`config.mk`:
```
export PLATFORM = sky130hd
export DESIGN_NAME = trainer_exec
export DESIGN_NICKNAME = d
export VERILOG_FILES = /design/src/rtl/trainer_exec.sv
export SDC_FILE = /design/constraint.sdc
export NUM_CORES = 1
export LEC_CHECK = 0
export CAP_MARGIN = 10
export CORE_ASPECT_RATIO = 0.8
export CORE_MARGIN = 4
export CORE_UTILIZATION = 66
export DETAILED_ROUTE_END_ITERATION = 8
export GPL_TIMING_DRIVEN = 0
export PLACE_DENSITY = 0.93
export SYNTH_ARGS = -nofsm -noshare
export SYNTH_HDL_FRONTEND = slang
export SYNTH_SLANG_ARGS = --single-unit
```
`constraint.sdc`:
```
create_clock -name clk -period 5.4 [get_ports clk]
set_input_delay 0.81 -clock clk [delete_from_list [all_inputs] [get_ports clk]]
set_output_delay 0.81 -clock clk [all_outputs]
set_load 0.005 [all_outputs]
```
`src/rtl/trainer_exec.sv`:
```
// Single-step instruction executor: debounced button latches a DIP instruction, runs it on a 4x8 register file.
// Optional TRAINER_EXEC_TRAP_EN: reserved opcodes trap (error=1, led=0xEE) until reset.
module trainer_exec #(
    parameter int unsigned DEBOUNCE_CYCLES = 16
) (
    input  logic       clk,
    input  logic       rst,
    input  logic [7:0] trainer_dip,
    input  logic       activate_button,
    output logic [7:0] led,
    output logic       busy,
    output logic       carry,
    output logic       error
);

    localparam int unsigned CNT_W = 20;
    localparam logic [CNT_W-1:0] DB_LIMIT = CNT_W'(DEBOUNCE_CYCLES);

    localparam logic [3:0] OP_NOP = 4'h0;
    localparam logic [3:0] OP_ADD = 4'h1;
    localparam logic [3:0] OP_SUB = 4'h2;
    localparam logic [3:0] OP_AND = 4'h3;
    localparam logic [3:0] OP_OR  = 4'h4;
    localparam logic [3:0] OP_XOR = 4'h5;
    localparam logic [3:0] OP_MOV = 4'h6;
    localparam logic [3:0] OP_INC = 4'h7;
    localparam logic [3:0] OP_DEC = 4'h8;
    localparam logic [3:0] OP_SHL = 4'h9;
    localparam logic [3:0] OP_SHR = 4'hA;

    typedef enum logic [1:0] {IDLE, EXEC, HOLD} state_t;

    state_t           state, state_nxt;
    logic             sync1, sync2, stable, stable_q;
    logic [CNT_W-1:0] db_cnt;
    logic             press;
    logic [7:0]       ir, ir_nxt;
    logic [7:0]       regs [4];
    logic [7:0]       rd_val, rs_val;
    logic [8:0]       sum9;
    logic             wr_en;
    logic [7:0]       wr_val;
    logic [7:0]       led_nxt;
    logic             carry_nxt, error_nxt, busy_nxt;

    // Synchronizer and debouncer: level must persist DEBOUNCE_CYCLES before acceptance.
    always_ff @(posedge clk) begin
        if (rst) begin
            sync1    <= 1'b0;
            sync2    <= 1'b0;
            stable   <= 1'b0;
            stable_q <= 1'b0;
            db_cnt   <= '0;
        end else begin
            sync1    <= activate_button;
            sync2    <= sync1;
            stable_q <= stable;
            if (sync2 == stable) begin
                db_cnt <= '0;
            end else if (db_cnt == DB_LIMIT) begin
                stable <= sync2;
                db_cnt <= '0;
            end else begin
                db_cnt <= db_cnt + CNT_W'(1);
            end
        end
    end

    assign press  = stable & ~stable_q;
    assign rd_val = regs[ir[3:2]];
    assign rs_val = regs[ir[1:0]];

    // State, instruction, register file and registered outputs.
    always_ff @(posedge clk) begin
        if (rst) begin
            state <= IDLE;
            ir    <= 8'h00;
            led   <= 8'h00;
            busy  <= 1'b0;
            carry <= 1'b0;
            error <= 1'b0;
            for (int i = 0; i < 4; i++) begin
                regs[i] <= 8'(i);
            end
        end else begin
            state <= state_nxt;
            ir    <= ir_nxt;
            led   <= led_nxt;
            busy  <= busy_nxt;
            carry <= carry_nxt;
            error <= error_nxt;
            if (wr_en) begin
                regs[ir[3:2]] <= wr_val;
            end
        end
    end

    // Next-state and execute logic; rd == rs reads the pre-write value.
    always_comb begin
        state_nxt = state;
        ir_nxt    = ir;
        led_nxt   = led;
        carry_nxt = carry;
        error_nxt = error;
        wr_en     = 1'b0;
        wr_val    = rd_val;
        sum9      = 9'd0;
        case (state)
            IDLE: begin
                if (press) begin
                    ir_nxt    = trainer_dip;
                    state_nxt = EXEC;
                end
            end
            EXEC: begin
                state_nxt = HOLD;
                led_nxt   = rd_val;
                case (ir[7:4])
                    OP_NOP: ;
                    OP_ADD: begin
                        sum9      = {1'b0, rd_val} + {1'b0, rs_val};
                        wr_en     = 1'b1;
                        wr_val    = sum9[7:0];
                        carry_nxt = sum9[8];
                    end
                    OP_SUB: begin
                        sum9      = {1'b0, rd_val} - {1'b0, rs_val};
                        wr_en     = 1'b1;
                        wr_val    = sum9[7:0];
                        carry_nxt = sum9[8];
                    end
                    OP_AND: begin
                        wr_en     = 1'b1;
                        wr_val    = rd_val & rs_val;
                        carry_nxt = 1'b0;
                    end
                    OP_OR: begin
                        wr_en     = 1'b1;
                        wr_val    = rd_val | rs_val;
                        carry_nxt = 1'b0;
                    end
                    OP_XOR: begin
                        wr_en     = 1'b1;
                        wr_val    = rd_val ^ rs_val;
                        carry_nxt = 1'b0;
                    end
                    OP_MOV: begin
                        wr_en  = 1'b1;
                        wr_val = rs_val;
                    end
                    OP_INC: begin
                        sum9      = {1'b0, rd_val} + 9'd1;
                        wr_en     = 1'b1;
                        wr_val    = sum9[7:0];
                        carry_nxt = sum9[8];
                    end
                    OP_DEC: begin
                        sum9      = {1'b0, rd_val} - 9'd1;
                        wr_en     = 1'b1;
                        wr_val    = sum9[7:0];
                        carry_nxt = sum9[8];
                    end
                    OP_SHL: begin
                        wr_en     = 1'b1;
                        wr_val    = {rd_val[6:0], 1'b0};
                        carry_nxt = rd_val[7];
                    end
                    OP_SHR: begin
                        wr_en     = 1'b1;
                        wr_val    = {1'b0, rd_val[7:1]};
                        carry_nxt = rd_val[0];
                    end
                    default: begin
`ifdef TRAINER_EXEC_TRAP_EN
                        error_nxt = 1'b1;
                        led_nxt   = 8'hEE;
`endif
                    end
                endcase
                if (wr_en) begin
                    led_nxt = wr_val;
                end
            end
            HOLD: begin
                // A trapped executor parks here until reset.
                if (!stable && !error) begin
                    state_nxt = IDLE;
                end
            end
            default: state_nxt = IDLE;
        endcase
        busy_nxt = (state_nxt != IDLE);
    end

endmodule

```
==> results.cfg <==
[cells_and_area]
syn_to_final_growth_pct = 9.95
nets = 671
postLayoutCoreUtil_pct = 74.3
diodes = 0
drive_above_1_share_pct = 10.9

[placement]
numPortBuffers = 19
dp_hpwl_mm = 11.3
gp_routability_congestion = 0.983
dp_slack_ns = 1.32

[pwr]
ir_drop_v = 0.000176
leakagePower_nw = 2.10
power_w = 0.00119
power_per_cell_area_nw_per_um2 = 202

[synth]
synth_top_area_share_pct = 18.0
synth.largest_area_cell = dfxtp_1
synth_most_common_cell = nor2_1
yosys_warnings = 0
synth_seq_cells = 80
synth.area.top_cells = dfxtp_1 18%, edfxtp_1 18%, ha_1 6.6%
syn_nets = 639
synth_edf_count = 32
synth.avg_cell_area_um2 = 8.94
synthTopCellsByCount = 71 x nor2_1, 64 x nand2_1, 48 x dfxtp_1
ys.flop_type = dfxtp_1
synth.cell_area_um2 = 5340
yosysSeqAreaShare_pct = 36.0
async_reset_ff_share_pct = 0
synth_cell_types = 76
syn-instance-count = 598

[cts]
cts.sinks = 80
path_clk_slew_ns = 0.09
cts-htree-levels = 3
cts_buffers = 9
postCtsResizedCells = 0
holdBufCountCts = 0
clockBufferDepth = 2
cts_setup_buffers = 0
cts_tree = yes
clockRootBuffer = clkbuf_8
clock_latency_ns = 0.36

[setup_path]
critical_path_required_ns = 5.50
endpoint_kind = flip-flop
start_kind = flip-flop
worst-setup-path-type = reg -> reg
crit_arrival_ns = 4.36
path_max_fanout = 11

[drt]
vias = 5041
wl_per_cell_um = 21.0
viasPerCell = 6.78
drt-pass1-iter-count = 7
drc_errors = 0
ant_nets = 0
routed_wl_mm = 15.6
dr.first_iter.drc_count = 821

[die]
start_util_pct = 67.6
die_area_um2 = 9610
io_pins = 22
die_x_um = 109
coreArea_um2 = 7910
dieHeight_um = 88.5
rows = 29

[sta]
setup_total_negative_slack_ns = 0
timing.final.crit_share_pct = 78.8
rsz0062_at_grt = no
min_period_ns = 4.26
layout_setup_ws_ns = 1.14
hold_viol_final = 0
relSlewSlack_pct = 8.07
fin_skew_ns = 0.0143
fmax_ghz = 0.235
setup_violations = 0
maxSlewViolCount = 0
tightest_slew_ns = 1.36

[grt]
grt_pass1_wl_mm = 24.8
grt_max_degree = 16
grt_pass1_vias = 4736
grt_overflow = 0
antenna_found_initial = 0
grt.total_usage_pct = 33.7

[hold_path]
worstHoldPathType = reg -> reg

[run]
drv_cap = 0

[status]
status = finished clean
## placed cells by master, fill, tap and decap left out, types with 7 or more instances in the layout
cell	count
nor2b_1	8
edfxtp_1	32
a21oi_1	31
buf_2	15
nor2_1	71
dfxtp_1	48
or3_1	9
ha_1	28
nand2_1	64
and3_1	9
clkbuf_1	21
nand4_1	11
a31oi_1	7
xor2_1	12
mux4_2	15
inv_1	26
o211ai_1	9
nand3_1	20
nand2b_1	9
nor3_1	11
clkbuf_8	9
o21ai_0	13
clkdlybuf4s50_1	19
xnor2_1	12
## final timing paths
| kind | endpoint | startpoint | slack, ns | depth (start not counted) |
|---|---|---|---|---|
| setup reg to reg | regs[2][7] | flip-flop | 1.14 | 13 |
| hold / removal | sync2 | sync1 | 0.44 | 1 |
| setup / recovery | regs[2][7] | flip-flop | 1.14 | 13 |
| hold reg to reg | sync2 | sync1 | 0.44 | 1 |
## cells by family after synthesis
| family | after synthesis | synth area share (%) |
|---|---|---|
| adders and majority gates | 30 | 7.31 |
| buffers and inverters | 70 | 5.57 |
| AOI/OAI and AO/OA | 128 | 16.8 |
| muxes | 22 | 7.68 |
| xor gates and xnor gates | 24 | 3.93 |
| DFF | 80 | 36.0 |
| other | 1 | 0.0702 |
| and+or+nand+nor | 243 | 22.7 |
## report_power, final
part           switching (W)  total, W  internal, W
clock               0.000244  0.000444     0.000200
sequential        0.00000512  0.000639     0.000634
combinational      0.0000658  0.000105    0.0000392
## state kept, by name, summed over array words and instances (netlist names), named ones only
name	count
regs	32
db_cnt	20
ir	8
led	8
state	2
busy	1
carry	1
stable	1
stable_q	1
sync1	1
sync2	1
## cell type report
type,count,area [um2]
multi-input combinational,448,3120
fill,589,2030
sequential,80,1920
timing repair buffer,21,200
buffer,39,181
clock buffer,10,149
tap,108,135
inverter,31,116
clock inverter,6,47.5
## metal layers
| metal | wire length [um] | up-vias | global-route usage (%) | part of all wire (%) |
|---|---|---|---|---|
| met4 | 575 | 0 | 13.8 | 3.7 |
| met2 | 7040 | 394 | 54.1 | 45 |
| met3 | 1870 | 69 | 5.69 | 12 |
| met1 | 6120 | 2342 | 45.9 | 39 |
| li1 | - | 2236 | - | - |
| met5 | 0 | - | 0 | 0 |
## worst max-delay path: stages, from the launching register on
cell,delay (ns)
dfxtp_1,0.31
buf_2,0.29
mux4_2,0.32
buf_2,0.27
inv_1,0.11
ha_1,0.29
clkbuf_1,0.26
nor3_1,0.10
a2111oi_0,0.76
or3_1,0.24
nand4bb_1,0.18
or3_1,0.41
o211ai_1,0.38
nor2_1,0.09
## through the flow
stage               instances  hold WS [ns]  area (um2)
global route              743         0.454        5880
finish                    743         0.437        5880
CTS                       743         0.442        5880
floorplan                 598         0.414        5340
global placement          725         0.428        5670
detailed placement        727         0.428        5680
(Power assumes the default switching activity.)
